$ cat src/rtl/counter_event_pkg.sv
// Shared definitions for the counter event logger: flag bit positions,
// the sampling FSM states and the flag vector type.
package counter_event_pkg;

    localparam int FLAG_WRAP  = 0;
    localparam int FLAG_JUMP  = 1;
    localparam int FLAG_MATCH = 2;
    localparam int FLAG_COUNT = 3;

    typedef enum logic {
        PRIME = 1'b0,
        RUN   = 1'b1
    } state_t;

    typedef logic [FLAG_COUNT-1:0] flags_t;

    // Total packed width of one queued event {flags, epoch, count}.
    function automatic int entry_width(input int size, input int epoch_width);
        return FLAG_COUNT + epoch_width + size;
    endfunction

endpackage

$ cat src/rtl/counter_event_fifo.sv
// Small synchronous FIFO for event entries. A push while full is only
// accepted when a pop happens on the same edge; otherwise it is ignored and
// the caller is expected to flag the drop. Head data is read combinationally
// from the storage array, so there is no fall-through from push to head.
module counter_event_fifo #(
    parameter int Depth = 4,
    parameter int Width = 16
) (
    input  logic                       clock,
    input  logic                       reset,
    input  logic                       push,
    input  logic [Width-1:0]           push_data,
    input  logic                       pop,
    output logic [Width-1:0]           pop_data,
    output logic                       full,
    output logic                       empty,
    output logic [$clog2(Depth):0]     count
);

    localparam int AddrWidth = $clog2(Depth);
    localparam logic [AddrWidth:0] FullCount = (AddrWidth+1)'(Depth);

    logic [Width-1:0]     mem [Depth];
    logic [AddrWidth-1:0] wr_ptr;
    logic [AddrWidth-1:0] rd_ptr;
    logic                 push_en;
    logic                 pop_en;

    assign full     = (count == FullCount);
    assign empty    = (count == '0);
    assign pop_en   = pop && !empty;
    assign push_en  = push && (!full || pop_en);
    assign pop_data = mem[rd_ptr];

    // Storage write; contents need no reset since count gates validity.
    always_ff @(posedge clock) begin
        if (push_en) begin
            mem[wr_ptr] <= push_data;
        end
    end

    // Pointer and occupancy bookkeeping; Depth is a power of two so the
    // pointers wrap naturally.
    always_ff @(posedge clock) begin
        if (!reset) begin
            wr_ptr <= '0;
            rd_ptr <= '0;
            count  <= '0;
        end else begin
            if (push_en) begin
                wr_ptr <= wr_ptr + 1'b1;
            end
            if (pop_en) begin
                rd_ptr <= rd_ptr + 1'b1;
            end
            case ({push_en, pop_en})
                2'b10:   count <= count + 1'b1;
                2'b01:   count <= count - 1'b1;
                default: count <= count;
            endcase
        end
    end

endmodule

$ cat src/rtl/counter_event_logger.sv
// Watches a free-running counter and queues wrap, jump and match events,
// each tagged with the wrap epoch, for draining over a valid/ready stream.
//
// state | meaning
// PRIME | first sample after reset: capture prev_count, no detection
// RUN   | compare each sample against prev_count and push events
module counter_event_logger
    import counter_event_pkg::*;
#(
    parameter int Size       = 5,
    parameter int Depth      = 4,
    parameter int EpochWidth = 8
) (
    input  logic                       clock,
    input  logic                       reset,
    input  logic [Size-1:0]            count,
    input  logic                       match_enable,
    input  logic [Size-1:0]            match_value,
    output logic                       event_valid,
    input  logic                       event_ready,
    output logic [2:0]                 event_flags,
    output logic [EpochWidth-1:0]      event_epoch,
    output logic [Size-1:0]            event_count,
    output logic [$clog2(Depth):0]     occupancy,
    output logic                       overflow
);

    localparam int EntryWidth = entry_width(Size, EpochWidth);

    // Event entry layout; widths follow this instance's parameters.
    typedef struct packed {
        flags_t                flags;
        logic [EpochWidth-1:0] epoch;
        logic [Size-1:0]       count;
    } entry_t;

    state_t                state;
    logic [Size-1:0]       prev_count;
    logic [EpochWidth-1:0] epoch;
    logic [EpochWidth-1:0] epoch_inc;
    logic [Size-1:0]       count_inc;

    logic   wrap;
    logic   jump;
    logic   match;
    logic   push;
    logic   pop;
    logic   fifo_full;
    logic   fifo_empty;
    entry_t push_entry;
    entry_t head_entry;
    entry_t head_shown;

    assign count_inc = prev_count + 1'b1;
    assign epoch_inc = epoch + 1'b1;

    // Event detection on the current sample; all compares are modulo 2^Size.
    always_comb begin
        wrap  = 1'b0;
        jump  = 1'b0;
        match = 1'b0;
        if (state == RUN) begin
            wrap  = (prev_count == {Size{1'b1}}) && (count == '0);
            jump  = (count != prev_count) && (count != count_inc);
            match = match_enable && (count == match_value) && (count != prev_count);
        end
    end

    // Build the merged entry; a wrap is stamped with the epoch it opens.
    always_comb begin
        push_entry                   = '0;
        push_entry.flags[FLAG_WRAP]  = wrap;
        push_entry.flags[FLAG_JUMP]  = jump;
        push_entry.flags[FLAG_MATCH] = match;
        push_entry.epoch             = wrap ? epoch_inc : epoch;
        push_entry.count             = count;
    end

    assign push = |push_entry.flags;
    assign pop  = !fifo_empty && event_ready;

    // Sampling FSM: prev_count tracking, epoch advance and sticky drop flag.
    always_ff @(posedge clock) begin
        if (!reset) begin
            state      <= PRIME;
            prev_count <= '0;
            epoch      <= '0;
            overflow   <= 1'b0;
        end else begin
            case (state)
                PRIME: begin
                    prev_count <= count;
                    state      <= RUN;
                end
                RUN: begin
                    prev_count <= count;
                    if (wrap) begin
                        epoch <= epoch_inc;
                    end
                    if (push && fifo_full && !pop) begin
                        overflow <= 1'b1;
                    end
                end
                default: state <= PRIME;
            endcase
        end
    end

    counter_event_fifo #(
        .Depth (Depth),
        .Width (EntryWidth)
    ) u_fifo (
        .clock     (clock),
        .reset     (reset),
        .push      (push),
        .push_data (push_entry),
        .pop       (pop),
        .pop_data  (head_entry),
        .full      (fifo_full),
        .empty     (fifo_empty),
        .count     (occupancy)
    );

    // Stale storage is never exposed: outputs read zero whenever empty.
    assign head_shown  = fifo_empty ? '0 : head_entry;
    assign event_valid = !fifo_empty;
    assign event_flags = head_shown.flags;
    assign event_epoch = head_shown.epoch;
    assign event_count = head_shown.count;

endmodule

$ cat config.mk
export PLATFORM = sky130hd
export DESIGN_NAME = counter_event_logger
export DESIGN_NICKNAME = d
export VERILOG_FILES = /design/src/rtl/counter_event_pkg.sv /design/src/rtl/counter_event_fifo.sv /design/src/rtl/counter_event_logger.sv
export SDC_FILE = /design/constraint.sdc
export NUM_CORES = 1
export LEC_CHECK = 0
export ABC_AREA = 1
export BUFFER_PORTS_ARGS = -buffer_cell sky130_fd_sc_hd__buf_2
export CAP_MARGIN = 40
export CELL_PAD_IN_SITES_DETAIL_PLACEMENT = 1
export CELL_PAD_IN_SITES_GLOBAL_PLACEMENT = 1
export CORE_ASPECT_RATIO = 0.75
export CORE_MARGIN = 2
export CORE_UTILIZATION = 25
export CTS_CLUSTER_DIAMETER = 50
export DETAILED_ROUTE_END_ITERATION = 8
export PLACE_DENSITY = 0.58
export SYNTH_ARGS = -nofsm -noshare
export SYNTH_HDL_FRONTEND = slang
export SYNTH_SLANG_ARGS = --single-unit
$ cat constraint.sdc
create_clock -name clock -period 3.2 [get_ports clock]
set_input_delay 0 -clock clock [delete_from_list [all_inputs] [get_ports clock]]
set_output_delay 0 -clock clock [all_outputs]
set_load 0.005 [all_outputs]
**After elaboration in Yosys (flattened, before gate mapping)**

Memories as Yosys holds them, arrays and structs flattened. A register that Yosys moved wholly into a read port is not among the register bits.
Cells that the tools add are included.
Widths: inputs -> output; s select.

- Reductions and logical operators: 18
- Eq/ne operators: 7
- Add/subtract/negate cells: 6
- Muxes and demuxes: 11

Operator list:

| operator | count |
|---|---|
| $mux 16 | 1 |
| $ne 5x5->1 | 2 |
| $logic_and 1x1->1 | 9 |
| $add 8x1->8 const B | 1 |
| $mux 8 | 1 |
| $mux 1 | 6 |
| $pmux 3 s2 | 1 |
| $add 5x1->5 const B | 1 |
| $eq 5x5->1 | 1 |
| $eq 5x5->1 const B | 1 |
| $logic_not 5->1 | 1 |
| $add 2x1->2 const B | 2 |
| $mux 2 | 2 |
| $add 3x1->3 const B | 1 |
| $eq 3x3->1 const B | 1 |
| $logic_not 1->1 | 3 |
| $logic_not 3->1 | 1 |
| $reduce_or 3->1 | 1 |
| $sub 3x1->3 const B | 1 |
| $eq 2x1->1 const B | 1 |
| $eq 2x2->1 const B | 1 |
| $reduce_and 2->1 | 1 |
| $reduce_bool 2->1 | 1 |
| $logic_or 1x1->1 | 1 |

- Input bits: 14
- Memories: 1
- Memory bits (writable): 64
- Flip-flop bits (word level): 22
- Output and inout bits: 21
- Word-level logic and storage cells: 50

Memory list:

| name | depth | bits a word | read ports | clocked after Yosys merged registers in | wr ports | line | source |
|---|---|---|---|---|---|---|---|
| u_fifo.mem | 4 | 16 | 1 | 1 | 1 | counter_event_fifo.sv:23 | `logic [Width-1:0] mem [Depth];` |

**Longest topological paths before layout**

- Depth after elaboration: 8
- Gate-level depth with buffers: 17

**Hierarchy**

Synthesis repeated with hierarchy kept, for this count alone.

- Cells, all modules: 416
- Area, all modules: 3987.6 um2

Modules (own cells, without submodules):

| module | seq. area each (um2) | cells an instance | area each (um2) | instances |
|---|---|---|---|---|
| counter_event_fifo | 2102.0 | 228 | 2856.5 | 1 |
| counter_event_logger | 300.3 | 188 | 1131.1 | 1 |

**Least setup slack after synthesis**

OpenSTA, ideal clock, no wires.

- Path kind: reg-to-reg
- Start point: reg prev_count[0]
- End point: reg u_fifo.count[2]
- Path buffers: 0
- Clock period less this slack: 2667 ps
- Arrival: 2545 ps
- Path slack: 533 ps
- Data required time: 3078 ps
- Library setup time: 122 ps
- Stages on the path, launching flop included: 18
- Cells stage by stage: dfxtp_1 -> ha_1 -> inv_1 -> nor3_1 -> ha_1 -> xor2_1 -> nor3_1 -> nand2_1 -> nand2_1 -> nand2_4 -> nand2_4 -> ha_1 -> inv_1 -> fa_1 -> a21oi_1 -> o21ai_0 -> o21ai_0 -> a21oi_1

- Longest elaborated chain between the ends: 8
- Elaborated cells on any way between the ends: 16

Ends and longest elaborated chain:

| item | line | source |
|---|---|---|
| start, declared | counter_event_logger.sv:38 | `logic [Size-1:0] prev_count;` |
| start signal, assigned | counter_event_logger.sv:92 | `prev_count <= count;` |
| start signal, assigned | counter_event_logger.sv:96 | `prev_count <= count;` |
| $add 5x1->5 | counter_event_logger.sv:54 | `assign count_inc = prev_count + 1'b1;` |
| $ne 5x5->1 | counter_event_logger.sv:64 | `jump = (count != prev_count) && (count != count_inc);` |
| $logic_and 1x1->1 | counter_event_logger.sv:64 |  |
| $mux 1 | counter_event_logger.sv:62 | `if (state == RUN) begin` |
| $reduce_or 3->1 (*) | counter_event_logger.sv:79 | `assign push = \|push_entry.flags;` |
| $logic_and 1x1->1 (*) | counter_event_fifo.sv:32 | `assign push_en = push && (!full \|\| pop_en);` |
| $eq 2x1->1 or $eq 2x2->1 (tied branches) | counter_event_fifo.sv:56 | `case ({push_en, pop_en})` |
| $pmux 3 s2 or $reduce_bool 2->1 (tied branches) | - |  |
| end signal, assigned | counter_event_fifo.sv:57 | `2'b10: count <= count + 1'b1;` |
| end signal, assigned | counter_event_fifo.sv:58 | `2'b01: count <= count - 1'b1;` |
| end signal, assigned | counter_event_fifo.sv:59 | `default: count <= count;` |
| end, declared | counter_event_fifo.sv:17 | `output logic [$clog2(Depth):0] count` |

Mark *: on every way between the ends. The rest lies on a longest branch, timed or not.
A chain may end at the register's enable or synchronous reset.

**Final worst setup path**

- Start point: reg prev_count[1]
- End point: reg u_fifo.count[2]

Same word-level chain as after synthesis.

==> metrics.md <==
| Metric | Value |
|---|---|
| Post-synth cell types | `32` |
| Initial Util | `about a quarter` |
| Global-route wire length before repair | `between 15000 and 20000 um` |
| Share of cells above drive strength 1 | `between 10% and 20%` |
| Std cell rows | `39` |
| Max Buffers Root-to-Sink | `2` |
| CP required | `between 3 and 4 ns` |
| Avg Vias per Cell | `roughly 4.3` |
| Yosys top cell area share | `about half` |
| CTS Root Buffer Type | `clkbuf_16` |
| P_leak | `between 2 and 2.5 nW` |
| Top post-synthesis cells by area | `edfxtp_1, dfxtp_1, nor2_1` |
| Power density over cell area | `between 600 and 700 nW/um^2` |
| Initial antenna violation count | `0` |
| I/O pin cnt | `35` |
| GPL Wtd Cong | `between 0.7 and 0.8` |
| Most frequent cells in the layout | `nor2_1, edfxtp_1, nand2_1` |
| Pre-antenna DRT Iters | `4` |
| Final Max Slew Viols | `0` |
| Wire length per cell | `approximately 15 um` |
| Area Growth Syn to Fin | `20.8%` |
| Tmin final | `around 2.9 ns` |
| Crit-path max FO | `6` |
| Slew margin rel. | `a little over half` |
| Reg clk slew, reported paths | `~0.07 ns` |
| Htree depth | `3` |
| CTS tree | `done` |
| Max-cap violations | `0` |
| Hold Path Depth | `4` |
| Final setup violation count | `0` |
| Max Fclk | `~350 MHz` |
| Die Ht | `approximately 110 um` |
| Synthesized instance count | `roughly 400` |
| Syn Area/Cell | `just under 10 sq um` |
| Filler cell count | `1782` |
| Clock net sink count | `88` |
| Post-Syn Nets | `~430` |
| # DRC | `0` |
| Initial drt markers | `96` |
| Clk Latency, worst-skew pair | `approximately 0.34 ns` |
| Final #Nets | `around 480` |
| FF+latch area | `~2400 sq um` |
| HPWL Detailed | `6310 um` |
| Sequential-to-total area share from yosys stat | `about three fifths` |
| Footprint of the multi-input gates | `roughly 1300 sq um` |
| Die Span X | `approximately 150 um` |
| Ys Warns | `0` |
| Count of endpoints failing hold in the final timing report | `0` |
| Critical path launch point type | `flop` |
| Vias in the first global route | `between 3k and 4k` |
| Commonest non-fill, non-tap cell in the layout | `nor2_1` |
| VDD IR max | `~0.00044 V` |
| Worst slew pin tran | `slightly below 0.7 ns` |
| Synthesis-stage register bit count | `88` |
| ANT cells | `0` |
| Arrival time worst endpoint | `between 3 and 4 ns` |
| Count of input and output buffers | `34` |
| TritonCTS buffer count | `9` |
| Die ar. | `between 15000 and 20000 sq um` |
| Pin count of the biggest net entering global routing | `33` |
| Most area-hungry cell type in the Yosys netlist | `edfxtp_1` |
| Crit share post-route | `between 90% and 100%` |
| Total power | `approximately 3.4 mW` |
| Postcts setup bufs | `0` |
| Antenna-violating nets left | `0` |
| Worst hold path class | `primary input to flop` |
| All-Layer GR Usage | `about 12%` |
| Worst R2R Path Depth | `17` |
| Total gr overflow | `0` |
| Fin Clk Skew | `~0.0076 ns` |
| Routed vias | `2855` |
| Drt total wl | `between 9000 and 10000 um` |
| Crit end category | `flop` |
| Outcome | `completed` |
| Setup TNS | `0 ns` |
| Post-Syn Area | `~4000 sq um` |
| Placeable Area | `between 15000 and 20000 sq um` |
| Unrepaired setup endpoints after global routing | `false` |
| CP Class | `flop to flop` |
## what timing repair did
action                     CTS  global route
hold buffers                 6             0
gates resized for setup      0             4
setup endpoints to repair    0             1
hold endpoints to repair    14             0
## sequential cells by signal, indices dropped and copies added (netlist names), named ones only
name	cells
u_fifo.mem	64
epoch	8
prev_count	5
u_fifo.count	3
u_fifo.rd_ptr	2
u_fifo.wr_ptr	2
overflow	1
state	1
## cell type report
class / instances / area share (%)
Multi-Input combinational cell: 255 / 27.7
Clock buffer: 9 / 4.69
Tap cell: 205 / 5.34
Inverter: 53 / 4.20
Clock inverter: 7 / 2.11
Timing Repair Buffer: 47 / 5.89
Sequential cell: 88 / 50.1
## report_power, final
part           leakage [nW]  internal (mW)  total, mW  switching, mW
clock network         0.160          0.694       1.15          0.458
logic                  1.06          0.293      0.837          0.545
registers             0.791           1.32       1.37         0.0512
## stage by stage
stage	instances	util, %	setup slack (ns)	hold slack (ns)	cell area, sq um
2_1_floorplan	408	-	0.533	0.0277	3980
3_3_place_gp	642	28.7	0.340	0.292	4410
3_5_place_dp	642	28.7	0.175	0.298	4410
4_1_cts	664	31.2	0.153	0.0710	4790
5_1_grt	664	31.2	0.0276	0.101	4800
6_report	664	31.2	0.312	0.0726	4800
## critical path: stages (launching register included)
cell and delay [ns]:
dfxtp_1 0.37, ha_1 0.18, inv_1 0.07, nor3_2 0.12, ha_1 0.26, xor2_1 0.14, nor3_1 0.18, nand2_1 0.09
nand2_2 0.10, nand2_4 0.08, nand2_4 0.11, ha_1 0.16, inv_1 0.07, fa_1 0.38, a21oi_1 0.15, o21ai_0 0.12
o21ai_1 0.14, a21oi_1 0.05
## cell families after synthesis
group,after synthesis,share of synthesized area (%)
compound gates,66,8.31
xor+xnor,8,1.95
fa+ha+maj,9,3.02
buf+inv,65,6.30
flops,88,60.4
simple gates,172,20.0
## layer usage
layer | vias up | GRT usage (%) | wire, um
met3 | 12 | 2.82 | 304
met5 | - | 0 | 0
met2 | 38 | 19.0 | 4210
met1 | 1376 | 17.6 | 5040
li1 | 1429 | - | -
met4 | 0 | 3.94 | 121
## final timing paths
path | startpoint | end | slack (ns)
worst max-delay path | prev_count[1] | u_fifo.count[2] | 0.31
worst min-delay path | event_ready | u_fifo.rd_ptr[0] | 0.07
worst max register to register | prev_count[1] | u_fifo.count[2] | 0.31
worst min register to register | u_fifo.rd_ptr[1] | u_fifo.rd_ptr[1] | 0.48
## cells in the mapped netlist
master / number
nand4_1: 2
buf_1: 1
ha_1: 8
nor3_4: 1
nor2_8: 2
nand3_4: 1
clkinv_1: 2
nor3_1: 4
buf_2: 3
nand4_4: 1
o21ai_0: 34
xor2_2: 1
fa_1: 1
xnor2_1: 3
clkbuf_1: 8
inv_4: 1
nor2_2: 9
o21ai_1: 4
inv_1: 42
a21oi_1: 28
nor2_1: 82
nand3_1: 10
edfxtp_1: 64
dfxtp_1: 24
nand2_4: 2
inv_2: 8
or2_2: 1
and2_4: 1
xor2_1: 4
or2_1: 1
nor4_1: 1
nand2_1: 54
(Power assumes the default switching activity.)
